`src/rtl/cacheline_mem_scheduler_if.sv`:
```
// Signal bundle between the split I/D miss ports, the scheduler and the cacheline adapter.
// slave: the scheduler's view. master: the caches-plus-adapter environment driving it.
interface cacheline_mem_scheduler_if #(
  parameter int ADDR_WIDTH = 32,
  parameter int LINE_WIDTH = 256
);
  logic                  instr_read;
  logic [ADDR_WIDTH-1:0] instr_addr;
  logic                  data_read;
  logic                  data_write;
  logic [ADDR_WIDTH-1:0] data_addr;
  logic [LINE_WIDTH-1:0] data_mem_wdata;
  logic                  instr_mem_resp;
  logic [LINE_WIDTH-1:0] instr_cacheline;
  logic                  data_mem_resp;
  logic [LINE_WIDTH-1:0] data_cacheline;
  logic [LINE_WIDTH-1:0] pmem_rdata;
  logic                  pmem_resp;
  logic                  pmem_read;
  logic                  pmem_write;
  logic [ADDR_WIDTH-1:0] pmem_address;
  logic [LINE_WIDTH-1:0] pmem_wdata;
  logic                  pmem_timeout;

  modport slave (
    input  instr_read, instr_addr, data_read, data_write, data_addr, data_mem_wdata,
    input  pmem_rdata, pmem_resp,
    output instr_mem_resp, instr_cacheline, data_mem_resp, data_cacheline,
    output pmem_read, pmem_write, pmem_address, pmem_wdata, pmem_timeout
  );

  modport master (
    output instr_read, instr_addr, data_read, data_write, data_addr, data_mem_wdata,
    output pmem_rdata, pmem_resp,
    input  instr_mem_resp, instr_cacheline, data_mem_resp, data_cacheline,
    input  pmem_read, pmem_write, pmem_address, pmem_wdata, pmem_timeout
  );
endinterface

```
`src/rtl/cacheline_mem_scheduler.sv`:
```
// Arbitrates I-cache and D-cache line misses onto one cacheline adapter, holding the
// granted command stable until pmem_resp, with round-robin ties and a sticky hang flag.
module cacheline_mem_scheduler #(
  parameter int ADDR_WIDTH     = 32,
  parameter int LINE_WIDTH     = 256,
  parameter int TIMEOUT_CYCLES = 1024
) (
  input  logic                     clk,
  input  logic                     rst_n,
  cacheline_mem_scheduler_if.slave bus_if
);
  localparam int OFFSET_BITS = $clog2(LINE_WIDTH / 8);
  localparam int CNT_WIDTH   = $clog2(TIMEOUT_CYCLES + 1);
  localparam logic [CNT_WIDTH-1:0]  TIMEOUT_VAL = CNT_WIDTH'(TIMEOUT_CYCLES);
  localparam logic [ADDR_WIDTH-1:0] LINE_MASK =
    ~((ADDR_WIDTH'(1) << OFFSET_BITS) - ADDR_WIDTH'(1));

  // IDLE arbitrate | I_RD/D_RD/D_WR command held on adapter | DONE one-cycle bubble
  typedef enum logic [2:0] {IDLE, I_RD, D_RD, D_WR, DONE} state_e;

  state_e                state_q, state_d;
  logic                  last_data_q, last_data_d;
  logic [ADDR_WIDTH-1:0] addr_q, addr_d;
  logic [LINE_WIDTH-1:0] wdata_q, wdata_d;
  logic [CNT_WIDTH-1:0]  cnt_q, cnt_d;
  logic                  timeout_q, timeout_d;
  logic                  d_req, grant_i, grant_d;

  always_ff @(posedge clk) begin
    if (!rst_n) begin
      state_q     <= IDLE;
      last_data_q <= 1'b1;
      addr_q      <= '0;
      wdata_q     <= '0;
      cnt_q       <= '0;
      timeout_q   <= 1'b0;
    end else begin
      state_q     <= state_d;
      last_data_q <= last_data_d;
      addr_q      <= addr_d;
      wdata_q     <= wdata_d;
      cnt_q       <= cnt_d;
      timeout_q   <= timeout_d;
    end
  end

  always_comb begin
    state_d     = state_q;
    last_data_d = last_data_q;
    addr_d      = addr_q;
    wdata_d     = wdata_q;
    cnt_d       = cnt_q;
    timeout_d   = timeout_q;

    // On a tie the I-cache wins only if the D-cache was served last.
    d_req   = bus_if.data_read | bus_if.data_write;
    grant_i = bus_if.instr_read & (~d_req | last_data_q);
    grant_d = d_req & ~grant_i;

    case (state_q)
      IDLE: begin
        if (grant_i) begin
          state_d     = I_RD;
          last_data_d = 1'b0;
          addr_d      = bus_if.instr_addr & LINE_MASK;
          cnt_d       = '0;
        end else if (grant_d) begin
          state_d     = bus_if.data_write ? D_WR : D_RD;
          last_data_d = 1'b1;
          addr_d      = bus_if.data_addr & LINE_MASK;
          cnt_d       = '0;
          if (bus_if.data_write) begin
            wdata_d = bus_if.data_mem_wdata;
          end
        end
      end
      I_RD, D_RD, D_WR: begin
        if (bus_if.pmem_resp) begin
          state_d = DONE;
        end else if (cnt_q != TIMEOUT_VAL) begin
          cnt_d = cnt_q + CNT_WIDTH'(1);
        end
      end
      DONE:    state_d = IDLE;
      default: state_d = IDLE;
    endcase

    if (cnt_d == TIMEOUT_VAL) begin
      timeout_d = 1'b1;
    end
  end

  assign bus_if.pmem_read       = (state_q == I_RD) || (state_q == D_RD);
  assign bus_if.pmem_write      = (state_q == D_WR);
  assign bus_if.pmem_address    = addr_q;
  assign bus_if.pmem_wdata      = (state_q == D_WR) ? wdata_q : '0;
  assign bus_if.pmem_timeout    = timeout_q;
  // A reset cycle abandons the transaction, so its completion must not leak out.
  assign bus_if.instr_mem_resp  = rst_n && (state_q == I_RD) && bus_if.pmem_resp;
  assign bus_if.data_mem_resp   = rst_n && ((state_q == D_RD) || (state_q == D_WR))
                                  && bus_if.pmem_resp;
  assign bus_if.instr_cacheline = (state_q == I_RD) ? bus_if.pmem_rdata : '0;
  assign bus_if.data_cacheline  = (state_q == D_RD) ? bus_if.pmem_rdata : '0;
endmodule

```
`src/flat_wrapper.sv`:
```
// flat-port wrapper written by rule: the top's interface ports become plain ports
module cacheline_mem_scheduler_flat 
#(
  parameter int ADDR_WIDTH     = 32,
  parameter int LINE_WIDTH     = 256,
  parameter int TIMEOUT_CYCLES = 1024
)
  (clk, rst_n, bus_if_instr_read, bus_if_instr_addr, bus_if_data_read, bus_if_data_write, bus_if_data_addr, bus_if_data_mem_wdata, bus_if_pmem_rdata, bus_if_pmem_resp, bus_if_instr_mem_resp, bus_if_instr_cacheline, bus_if_data_mem_resp, bus_if_data_cacheline, bus_if_pmem_read, bus_if_pmem_write, bus_if_pmem_address, bus_if_pmem_wdata, bus_if_pmem_timeout);
  cacheline_mem_scheduler_if #(.ADDR_WIDTH(ADDR_WIDTH), .LINE_WIDTH(LINE_WIDTH)) bus_if_i ();
  input  logic clk;
  input  logic rst_n;
  input wire logic [$bits(bus_if_i.instr_read)-1:0] bus_if_instr_read;
  input wire logic [$bits(bus_if_i.instr_addr)-1:0] bus_if_instr_addr;
  input wire logic [$bits(bus_if_i.data_read)-1:0] bus_if_data_read;
  input wire logic [$bits(bus_if_i.data_write)-1:0] bus_if_data_write;
  input wire logic [$bits(bus_if_i.data_addr)-1:0] bus_if_data_addr;
  input wire logic [$bits(bus_if_i.data_mem_wdata)-1:0] bus_if_data_mem_wdata;
  input wire logic [$bits(bus_if_i.pmem_rdata)-1:0] bus_if_pmem_rdata;
  input wire logic [$bits(bus_if_i.pmem_resp)-1:0] bus_if_pmem_resp;
  output wire logic [$bits(bus_if_i.instr_mem_resp)-1:0] bus_if_instr_mem_resp;
  output wire logic [$bits(bus_if_i.instr_cacheline)-1:0] bus_if_instr_cacheline;
  output wire logic [$bits(bus_if_i.data_mem_resp)-1:0] bus_if_data_mem_resp;
  output wire logic [$bits(bus_if_i.data_cacheline)-1:0] bus_if_data_cacheline;
  output wire logic [$bits(bus_if_i.pmem_read)-1:0] bus_if_pmem_read;
  output wire logic [$bits(bus_if_i.pmem_write)-1:0] bus_if_pmem_write;
  output wire logic [$bits(bus_if_i.pmem_address)-1:0] bus_if_pmem_address;
  output wire logic [$bits(bus_if_i.pmem_wdata)-1:0] bus_if_pmem_wdata;
  output wire logic [$bits(bus_if_i.pmem_timeout)-1:0] bus_if_pmem_timeout;
  assign bus_if_i.instr_read = bus_if_instr_read;
  assign bus_if_i.instr_addr = bus_if_instr_addr;
  assign bus_if_i.data_read = bus_if_data_read;
  assign bus_if_i.data_write = bus_if_data_write;
  assign bus_if_i.data_addr = bus_if_data_addr;
  assign bus_if_i.data_mem_wdata = bus_if_data_mem_wdata;
  assign bus_if_i.pmem_rdata = bus_if_pmem_rdata;
  assign bus_if_i.pmem_resp = bus_if_pmem_resp;
  assign bus_if_instr_mem_resp = bus_if_i.instr_mem_resp;
  assign bus_if_instr_cacheline = bus_if_i.instr_cacheline;
  assign bus_if_data_mem_resp = bus_if_i.data_mem_resp;
  assign bus_if_data_cacheline = bus_if_i.data_cacheline;
  assign bus_if_pmem_read = bus_if_i.pmem_read;
  assign bus_if_pmem_write = bus_if_i.pmem_write;
  assign bus_if_pmem_address = bus_if_i.pmem_address;
  assign bus_if_pmem_wdata = bus_if_i.pmem_wdata;
  assign bus_if_pmem_timeout = bus_if_i.pmem_timeout;
  cacheline_mem_scheduler #(.ADDR_WIDTH(ADDR_WIDTH), .LINE_WIDTH(LINE_WIDTH), .TIMEOUT_CYCLES(TIMEOUT_CYCLES)) u_core (.clk(clk), .rst_n(rst_n), .bus_if(bus_if_i));
endmodule
```
`config.mk`:
```
export PLATFORM = sky130hd
export DESIGN_NAME = cacheline_mem_scheduler_flat
export DESIGN_NICKNAME = d
export VERILOG_FILES = /design/src/rtl/cacheline_mem_scheduler_if.sv /design/src/rtl/cacheline_mem_scheduler.sv /design/src/flat_wrapper.sv
export SDC_FILE = /design/constraint.sdc
export NUM_CORES = 1
export LEC_CHECK = 0
export BUFFER_PORTS_ARGS = -buffer_cell sky130_fd_sc_hd__buf_2
export CELL_PAD_IN_SITES_DETAIL_PLACEMENT = 1
export CELL_PAD_IN_SITES_GLOBAL_PLACEMENT = 1
export CORE_AREA = 2 2 536 538
export DETAILED_ROUTE_END_ITERATION = 7
export DIE_AREA = 0 0 538 540
export PLACE_DENSITY = 0.3
export SETUP_SLACK_MARGIN = 0.15
export SLEW_MARGIN = 15
export SYNTH_ARGS = -nofsm -noshare
export SYNTH_HDL_FRONTEND = slang
export SYNTH_SLANG_ARGS = --single-unit
```
`constraint.sdc`:
```
create_clock -name clk -period 2.4 [get_ports clk]
set_clock_uncertainty 0.05 [all_clocks]
set_input_delay 0.36 -clock clk [delete_from_list [all_inputs] [get_ports clk]]
set_output_delay 0.36 -clock clk [all_outputs]
set_load 0.05 [all_outputs]
```
==> flow_summary_export.csv, run 1 <==
group,metric,value,unit
power,pwr-share-seq,22.3,%
worst_setup_path,end_kind,"primary output",
clocking,cts_sinks,299,
power,clockPowerShare,28.0,%
power,p_switching,10.9,mW
timing,fin_crit_sh,115,%
worst_setup_path,cp_cell_sequence,"nand2b_4 > nor2_4 > buf_12 > buf_12 > buf_16 > clkbuf_16 > and2_1 > buf_6",
worst_setup_path,cp_top_family,"buffers and inverters",
timing,setup_violations,769,
floorplanning,io-pin-count,1387,
floorplanning,row_count,196,
synth,synth_edf_count,0,
global_routing,grt_max_degree,95,
clocking,cts_tree,"done",
timing,drv_slew,0,
timing,slew_headroom,39.2,%
synth,yosys_warnings,0,
worst_setup_path,worst-path-max-fanout,9,
clocking,cts_max_level,2,
detailed_routing,dr.first_iter.drc_count,820,
power,vdd_ir_drop_max,0.639,mV
floorplanning,dieWidth,538,um
detailed_routing,drt-total-wl,219000,um
worst_setup_path,crit_buf_inv,5,
detailed_routing,dr.pass1.iters,4,
synth,syn_avg_cell_area,7.57,um^2
detailed_routing,detail-route-antenna-nets,0,
worst_setup_path,crit_type,"reg -> out",
power,p_leak,18.4,nW
global_routing,grt_pass1_wl,263000,um
clocking,clk_pin_slew_worst_paths,60,ps
worst_setup_path,crit_arrival,2350,ps
global_routing,antenna_found_initial,142,
finish,n_fill_cell,33300,
clocking,cts_root_buffer,"clkbuf_16",
finish,layout-drive-gt1-share,49.2,%
finish,layout-area-overhead-vs-synth,162,%
floorplanning,fp.dieH,540,um
floorplanning,dieArea,0.291,mm^2
detailed_routing,vias_per_cell,2.95,
detailed_routing,num_vias,22900,
placed_design,place_inst,7257,
power,pwr-share-comb,49.7,%
run_status,violations,"negative setup slack",
timing,fin_ws,-357,ps
synth,netlist_area,0.0168,mm^2
timing,hold_viol_final,0,
floorplanning,start_util,5.91,%
global_routing,grt_pass1_vias,23600,
synth,ys_seq_area_share,35.6,%
finish,layout.area.seq,0.00600,mm^2
worst_setup_path,cpPeakStageDelay,350,ps
synth,ys_ff_latch,299,
synth,syn_inst,2220,
finish,stdcell_count,7756,
worst_setup_path,setup.worst_path.start_class,"flop",
run_status,status,"finished with violations",
clocking,cts_made_buffers,49,
global_routing,track_usage,14.0,%
power,total_power,25.5,mW
placed_design,port_buffers,1371,
timing,max_freq,363,MHz
clocking,cts_buffer_depth,3,
power,switching_share,42.6,%
global_routing,grt.overflow.total,0,
placed_design,hpwl,181000,um
placed_design,gp_routability_congestion,0.899,
synth,async_flop_share,0,%
timing,rsz0062_at_grt,"true",
synth,synthDistinctLibCells,54,
detailed_routing,drc,0,
worst_setup_path,crit_top_cell,"buf_12",
power,p_per_area,580,mW/mm^2
floorplanning,core,0.284,mm^2
finish,design_area,0.0440,mm^2
timing,finalCriticalPeriod,2760,ps
detailed_routing,avgRoutedWirePerCell,28.2,um
finish,layout.nets,4521,
clocking,worstSkewPairLatency,710,ps
placed_design,placed_area,0.0336,mm^2
synth,synth_ff_type,"dfxtp_1",
finish,multiInputGateArea,0.0108,mm^2
worst_setup_path,crit_slowest_cell,"dfxtp_4",
power,intPower,14.7,mW
hold_path,hold_class,"in -> reg",
job,max-cap-violations,0,
worst_setup_path,cp.required,1990,ps
timing,tightest_slew,911,ps
## power by group through the flow
stage / Clock, mW / Combinational [mW] / Sequential (mW)
after global routing: 7.80 / 13.3 / 5.75
after CTS: 7.66 / 11.4 / 5.69
after detailed placement: 0 / 10.3 / 5.79
after global placement: 0 / 10.3 / 5.77
final: 7.17 / 12.7 / 5.69
after floorplan: 0 / 4.96 / 6.00
## area by class of cell
type	instances	area share, %
Antenna cell	27	0.153
Clock buffer	68	3.11
Clock inverter	13	0.367
Inverter	7	0.0597
Multi-Input combinational cell	1725	24.5
Sequential cell	299	13.6
Tap cell	3762	10.7
Timing Repair Buffer	1855	47.5
## placed cells by master (no fill, tap or decap), types with 77 or more instances in the layout
cell type and instances:
a21boi_0 207, buf_12 398, dlygate4sd3_1 293, and2_1 477, buf_8 170, clkbuf_16 77, nand2_1 550, dfxtp_1 296
buf_2 653, buf_6 144, and2_4 279
## through the flow
stage	setup slack, ps	hold slack (ps)	util, %	setup TNS, ps
after detailed placement	-34.6	392	11.8	-34.6
after CTS	-505	12.3	14.1	-328010
final	-357	44.5	15.5	-210450
after global routing	-504	46.3	15.5	-315020
after floorplan	270	380	-	0
after global placement	-22.7	389	11.8	-22.7
## path summary, 6_finish.rpt
| check | depth (start not counted) | end | from | slack, ps |
|---|---|---|---|---|
| worst max-delay path | 8 | bus_if_instr_cacheline[41] | u_core.state_q[2] | -360 |
| worst min-delay path | 3 | u_core.wdata_q[141] | bus_if_data_mem_wdata[141] | 40 |
| worst max register to register | 8 | u_core.bus_if.pmem_timeout | u_core.cnt_q[0] | 80 |
| worst min register to register | 2 | u_core.wdata_q[197] | u_core.wdata_q[197] | 400 |
## cell usage after synthesis, types with 2 or more instances
master / instances / area share (%)
nor3_1: 6 / 0.18
o211a_1: 29 / 1.7
o21ai_1: 2 / 0.060
nor2_1: 11 / 0.25
a21boi_0: 207 / 9.2
o21ai_0: 3 / 0.089
a21oi_1: 4 / 0.12
buf_1: 5 / 0.11
buf_2: 21 / 0.63
nand2b_1: 3 / 0.11
ha_1: 2 / 0.15
nand3_1: 4 / 0.12
nand2_1: 550 / 12
nand4b_1: 2 / 0.10
and2_1: 772 / 29
a31oi_1: 3 / 0.11
buf_4: 7 / 0.31
o22ai_1: 2 / 0.074
nor4_1: 2 / 0.074
buf_6: 3 / 0.20
a211oi_1: 3 / 0.13
nand4_1: 4 / 0.15
inv_1: 7 / 0.16
a21boi_1: 49 / 2.2
mux2i_1: 29 / 1.7
clkbuf_1: 156 / 3.5
and4b_2: 2 / 0.13
nor2b_1: 7 / 0.26
o21a_1: 2 / 0.089
dfxtp_1: 299 / 36
## tightest hold or removal path, stage by stage
cell,delay (ps)
buf_2,100
nand2_1,140
a21boi_0,100
## per-layer routing
layer  global-route usage (%)  up-vias  routed length, um
li1                         -    10500                  -
met2                     26.9     1162             117000
met4                     4.81        4               9420
met1                     12.8    11000              69000
met3                     6.31      311              23800
met5                        0        -                 17
## logic make-up after synthesis
| group | share of synthesized area [%] |
|---|---|
| buffers and inverters | 4.97 |
| XOR/XNOR | 0.0521 |
| AO/OA/AOI/OAI | 14.3 |
| flip-flops | 35.6 |
| adder cells (fa/ha/maj) | 0.149 |
| multiplexers | 1.73 |
| other | 0.0223 |
| AND/OR/NAND/NOR | 43.1 |
## repair_timing
action	4_1_cts	5_1_grt
gates cloned	12	40
hold buffers	294	0
setup endpoints to repair	792	951
pin swaps	18	115
buffers inserted	20	26
resized for setup	491	1018
hold endpoints to repair	275	0
## sequential cells by signal, summed over array words and instances, names as in the netlist
| register | count |
|---|---|
| u_core.state_q | 3 |
| u_core.bus_if.pmem_address | 27 |
| u_core.last_data_q | 1 |
| u_core.bus_if.pmem_timeout | 1 |
| u_core.cnt_q | 11 |
| u_core.wdata_q | 256 |
Power figures use the tool's default switching activity.
==> run 2: changes to the inputs <==
BUFFER_PORTS_ARGS = default   (was -buffer_cell sky130_fd_sc_hd__buf_2)
CORE_AREA = 5 5 537 539   (was 2 2 536 538)
DIE_AREA = 0 0 542 544   (was 0 0 538 540)
DONT_BUFFER_PORTS = 1   (was default)
clock period = 2.9 ns   (was 2.4 ns; I/O delays follow)
==> flow_summary_export.csv, run 2 (synthesis results as in run 1) <==
group,metric,value,unit
run_status,status,"finished, final reports clean",
finish,layout-area-overhead-vs-synth,148,%
timing,rsz0062_at_grt,"true",
worst_setup_path,critPathCapture,"bus_if_instr_cacheline[58]",
finish,layout-drive-gt1-share,40.9,%
detailed_routing,detail-route-antenna-nets,0,
worst_setup_path,r2r_end,"u_core.wdata_q[26]",
finish,final_common_cell,"buf_12",
timing,drv_slew,0,
finish,layout.nets,3831,
finish,largest_register,"u_core.wdata_q",
worst_setup_path,crit_arrival,2340,ps
clocking,cts_max_level,2,
global_routing,grt_pass1_wl,236000,um
floorplanning,core,0.283,mm^2
detailed_routing,avgRoutedWirePerCell,28.2,um
clocking,cts_tree,"done",
global_routing,grt.overflow.total,0,
finish,stdcell_count,7092,
floorplanning,fp.dieH,544,um
floorplanning,io-pin-count,1387,
timing,finalCriticalPeriod,2830,ps
worst_setup_path,end_kind,"primary output",
floorplanning,start_util,5.93,%
clocking,cts_root_buffer,"clkbuf_16",
worst_setup_path,crit_path_start,"u_core.state_q[2]",
detailed_routing,drt-total-wl,200000,um
floorplanning,dieArea,0.295,mm^2
detailed_routing,vias_per_cell,2.90,
clocking,cts_made_buffers,43,
worst_setup_path,ff2ff_setup_slack,630,ps
global_routing,antenna_found_initial,150,
timing,hold_viol_final,0,
worst_setup_path,cp.required,2410,ps
clocking,cts_buffer_depth,3,
timing,final.setup.tns,0,ps
worst_setup_path,crit_type,"reg -> out",
clocking,cts_sinks,299,
worst_setup_path,worst-path-max-fanout,8,
timing,hold_ws,55.0,ps
placed_design,port_buffers,0,
detailed_routing,num_vias,20600,
timing,fin_crit_sh,97.6,%
finish,utilization,14.7,%
power,p_per_area,485,mW/mm^2
job,max-cap-violations,0,
worst_setup_path,rr_worst_depth,9,
clocking,worstSkewPairLatency,620,ps
timing,tightest_slew,957,ps
worst_setup_path,setup.worst_path.start_class,"flop",
worst_setup_path,worstReg2RegStart,"u_core.state_q[2]",
floorplanning,dieWidth,542,um
finish,n_fill_cell,33100,
timing,slew_headroom,36.2,%
power,vdd_ir_drop_max,0.345,mV
timing,max_freq,353,MHz
placed_design,placed_area,0.0339,mm^2
finish,design_area,0.0417,mm^2
floorplanning,row_count,196,
placed_design,gp_routability_congestion,0.823,
global_routing,grt_pass1_vias,21100,
detailed_routing,dr.pass1.iters,5,
hold_path,hold_class,"in -> reg",
finish,largest_reg_flops,256,
detailed_routing,dr.first_iter.drc_count,682,
placed_design,place_inst,6589,
global_routing,track_usage,12.3,%
global_routing,grt_max_degree,173,
clocking,clk_pin_slew_worst_paths,60,ps
timing,setup_violations,0,
finish,layout_common_cells,"buf_12 (602), nand2_1 (550), and2_1 (422), and2_4 (312), dfxtp_1 (296)",
power,p_leak,15.9,nW
detailed_routing,drc,0,
placed_design,hpwl,163000,um
-- run 2: changes by cell type in the layout (fill, tap and decap cells not counted), sizes merged --
| cell | delta |
|---|---|
| inv | -1 |
| buf | -594 |
| clkinv | -3 |
| clkinvlp | +1 |
| bufbuf | +2 |
| dlygate4sd3 | -19 |
| clkbuf | -81 |
| bufinv | +3 |
| diode | +28 |
-- run 2: critical path: stages, from the launching register on --
cell and delay [ps]:
dfxtp_4 350, nand2b_4 180, nor2_4 110, buf_12 120
buf_16 160, buf_16 190, buf_8 140, buf_16 110
and2_4 140, buf_12 130
-- run 2: how the worst min path moves through the flow --
stage	startpoint	endpoint	slack, ps	depth (start not counted)
4_1_cts	bus_if_data_mem_wdata[89]	u_core.wdata_q[89]	4	2
6_report	bus_if_data_mem_wdata[89]	u_core.wdata_q[89]	60	2
3_5_place_dp	u_core.wdata_q[208]	u_core.wdata_q[208]	390	2
3_3_place_gp	u_core.wdata_q[199]	u_core.wdata_q[199]	390	2
2_1_floorplan	u_core.wdata_q[16]	u_core.wdata_q[16]	380	2
5_1_grt	bus_if_data_mem_wdata[89]	u_core.wdata_q[89]	30	2
-- run 2: area by class of cell --
type	count	area, um^2	share of cell area (%)
repair buffers	1171	18500	44.3
well taps	3762	4710	11.3
diodes	55	138	0.330
clock inverters	13	235	0.563
flip-flops and latches	299	5990	14.4
inverters	7	26.3	0.0629
multi-input cells	1725	10900	26.1
clock buffers	60	1260	3.02
-- run 2: power by group --
part | switching [mW] | total [mW] | internal (mW)
Combinational | 5.42 | 9.54 | 4.12
Sequential | 0.522 | 5.01 | 4.49
Clock | 2.29 | 5.68 | 3.40
-- run 2: metal layers --
layer / vias to the layer above / share of wire, % / track usage, %
met4: 6 / 3.6 / 3.67
met1: 9864 / 34 / 11.9
met5: - / 0.019 / 0
met2: 1214 / 51 / 22.5
li1: 9134 / - / -
met3: 362 / 12 / 6.51
-- run 2: through the flow --
stage                     setup slack (ps)  total power [mW]
after global placement                 392              12.9
after CTS                            -87.0              19.9
after floorplan                        317              9.07
after detailed placement               356              12.9
final                                 70.4              20.2
after global routing                 -37.2              21.2
-- run 2: repair_timing --
action                                  CTS  global route
gates cloned                             16            41
endpoints found under the hold margin   296             0
gates resized for setup                 196           415
setup buffers                            23            21
pin swaps                                41           125
endpoints found under the setup margin  767           760
hold buffers                            275             0
==> run 3: changes to the inputs <==
--- a/config.mk
+++ b/config.mk
@@ -6,4 +6,5 @@
 export NUM_CORES = 1
 export LEC_CHECK = 0
+export CAP_MARGIN = 20
 export CELL_PAD_IN_SITES_DETAIL_PLACEMENT = 1
 export CELL_PAD_IN_SITES_GLOBAL_PLACEMENT = 1
@@ -14,5 +15,5 @@
 export PLACE_DENSITY = 0.3
 export SETUP_SLACK_MARGIN = 0.15
-export SLEW_MARGIN = 15
+export SLEW_MARGIN = 30
 export SYNTH_ARGS = -nofsm -noshare
 export SYNTH_HDL_FRONTEND = slang
==> constraint.sdc (replaced) <==
create_clock -name clk -period 2.9 [get_ports clk]
set_clock_uncertainty 0.05 [all_clocks]
set_input_delay 0.58 -clock clk [delete_from_list [all_inputs] [get_ports clk]]
set_output_delay 0.58 -clock clk [all_outputs]
set_load 0.05 [all_outputs]
==> flow_summary_export.csv, run 3 (synthesis results as in run 1) <==
group,metric,value,unit
hold_path,worstHoldPathCells,2,
clocking,cts_buffer_depth,3,
clocking,cts_max_level,2,
floorplanning,fp.dieH,544,um
floorplanning,dieArea,0.295,mm^2
timing,hold_viol_final,0,
worst_setup_path,end_kind,"primary output",
detailed_routing,vias_per_cell,2.93,
global_routing,grt_pass1_vias,21200,
worst_setup_path,cp.required,2270,ps
global_routing,track_usage,13.5,%
placed_design,gp_routability_congestion,0.832,
run_status,violations,"negative setup slack",
worst_setup_path,setup.worst_path.start_class,"flop",
detailed_routing,detail-route-antenna-nets,0,
placed_design,port_buffers,0,
floorplanning,core,0.283,mm^2
hold_path,hp-start,"bus_if_data_mem_wdata[78]",
worst_setup_path,crit_arrival,2410,ps
global_routing,grt.overflow.total,0,
clocking,clk_pin_slew_worst_paths,60,ps
detailed_routing,dr.first_iter.drc_count,823,
power,p_leak,16.0,nW
floorplanning,dieWidth,542,um
finish,design_area,0.0418,mm^2
power,p_per_area,505,mW/mm^2
worst_setup_path,worst-path-max-fanout,8,
timing,drv_slew,0,
global_routing,antenna_found_initial,186,
timing,rsz0062_at_grt,"true",
timing,finalCriticalPeriod,3040,ps
clocking,cts_root_buffer,"clkbuf_16",
worst_setup_path,rr_worst_depth,10,
hold_path,hold_class,"in -> reg",
worst_setup_path,crit_type,"reg -> out",
worst_setup_path,ff2ff_setup_slack,570,ps
hold_path,min_to,"u_core.wdata_q[78]",
clocking,worstSkewPairLatency,640,ps
floorplanning,row_count,196,
clocking,cts_made_buffers,47,
finish,layout-drive-gt1-share,44.2,%
detailed_routing,avgRoutedWirePerCell,30.6,um
placed_design,hpwl,174000,um
global_routing,grt_pass1_wl,256000,um
run_status,status,"finished with violations",
timing,fin_ws,-140,ps
finish,largest_register,"u_core.wdata_q",
timing,slew_headroom,21.0,%
finish,final_common_cell,"buf_12",
timing,max_freq,329,MHz
global_routing,grt_max_degree,261,
detailed_routing,num_vias,20700,
worst_setup_path,r2r_end,"u_core.wdata_q[140]",
clocking,cts_sinks,299,
detailed_routing,drt-total-wl,216000,um
power,vdd_ir_drop_max,0.383,mV
detailed_routing,dr.pass1.iters,4,
worst_setup_path,worstReg2RegStart,"u_core.state_q[0]",
timing,final.setup.tns,-20110,ps
timing,tightest_slew,1190,ps
clocking,cts_tree,"done",
job,max-cap-violations,0,
placed_design,placed_area,0.0332,mm^2
floorplanning,io-pin-count,1387,
finish,largest_reg_flops,256,
timing,setup_violations,440,
finish,layout.nets,3784,
detailed_routing,drc,0,
floorplanning,start_util,5.93,%
finish,layout_common_cells,"buf_12 (569), nand2_1 (550), and2_4 (399), and2_1 (362), dfxtp_1 (296)",
finish,layout-area-overhead-vs-synth,149,%
timing,fin_crit_sh,105,%
==> run 3: changes by cell type in the layout (fill, tap and decap cells not counted), sizes merged, moves of 14 or more <==
| cell | previous run | this run |
|---|---|---|
| buf | 869 | 892 |
| clkbuf | 86 | 102 |
| diode | 55 | 69 |
| dlygate4sd3 | 274 | 199 |
==> run 3: how the worst max path moves through the flow <==
stage                      start                          end  slack (ps)  cells past startpoint
2_1_floorplan  u_core.state_q[2]       bus_if_pmem_wdata[246]         370                      4
3_3_place_gp   u_core.state_q[2]  bus_if_instr_cacheline[195]         220                      6
3_5_place_dp   u_core.state_q[2]  bus_if_instr_cacheline[195]         190                      6
4_1_cts        u_core.state_q[2]       bus_if_pmem_wdata[201]        -260                      9
5_1_grt        u_core.state_q[2]        bus_if_pmem_wdata[73]        -240                     10
6_report       u_core.state_q[2]  bus_if_instr_cacheline[230]        -140                      9
==> run 3: metrics by stage <==
| step | hold WS, ps | instances | utilization [%] | setup WS, ps | total power [mW] |
|---|---|---|---|---|---|
| 2_1_floorplan | 380 | 2224 | - | 372 | 9.07 |
| 3_3_place_gp | 388 | 6566 | 11.7 | 217 | 12.6 |
| 3_5_place_dp | 391 | 6566 | 11.7 | 189 | 12.6 |
| 4_1_cts | 2.31 | 6936 | 13.9 | -258 | 20.8 |
| 5_1_grt | 30.4 | 7053 | 14.7 | -235 | 22.0 |
| 6_report | 78.0 | 7070 | 14.7 | -140 | 21.1 |
==> run 3: what timing repair did <==
action / CTS / global route
buffers inserted: 47 / 30
hold buffers: 200 / 0
setup endpoints to repair: 769 / 769
cloned: 36 / 37
endpoints found under the hold margin: 240 / 0
gates resized for setup: 363 / 359
pin swaps: 82 / 169
==> run 3: area by class of cell <==
| cell class | count | area, um^2 |
|---|---|---|
| Clock buffer | 74 | 1440 |
| Inverter | 7 | 26.3 |
| Fill cell | 33000 | 242000 |
| Tap cell | 3762 | 4710 |
| Antenna cell | 69 | 173 |
| Multi-Input combinational cell | 1725 | 11100 |
| Clock inverter | 14 | 243 |
| Sequential cell | 299 | 6000 |
| Timing Repair Buffer | 1120 | 18100 |
==> run 3: metal layers <==
metal / up-vias / share of wire (%) / track usage [%]
li1: 9052 / - / -
met1: 9857 / 34 / 13.4
met2: 1310 / 53 / 26.0
met3: 425 / 9.5 / 5.52
met4: 38 / 3.5 / 3.13
met5: - / 0.12 / 0
==> run 3: critical path: stages (launching register included) <==
cell      delay [ps]
dfxtp_4          340
nand2b_4         160
nor2_4           110
buf_12           140
buf_16           160
buf_12           190
buf_12           120
buf_16           130
and2_4           160
buf_12           150
==> run 3: power breakdown <==
part           internal [mW]  switching (mW)
Combinational           4.25            5.48
Sequential              4.49           0.539
Clock                   3.86            2.46
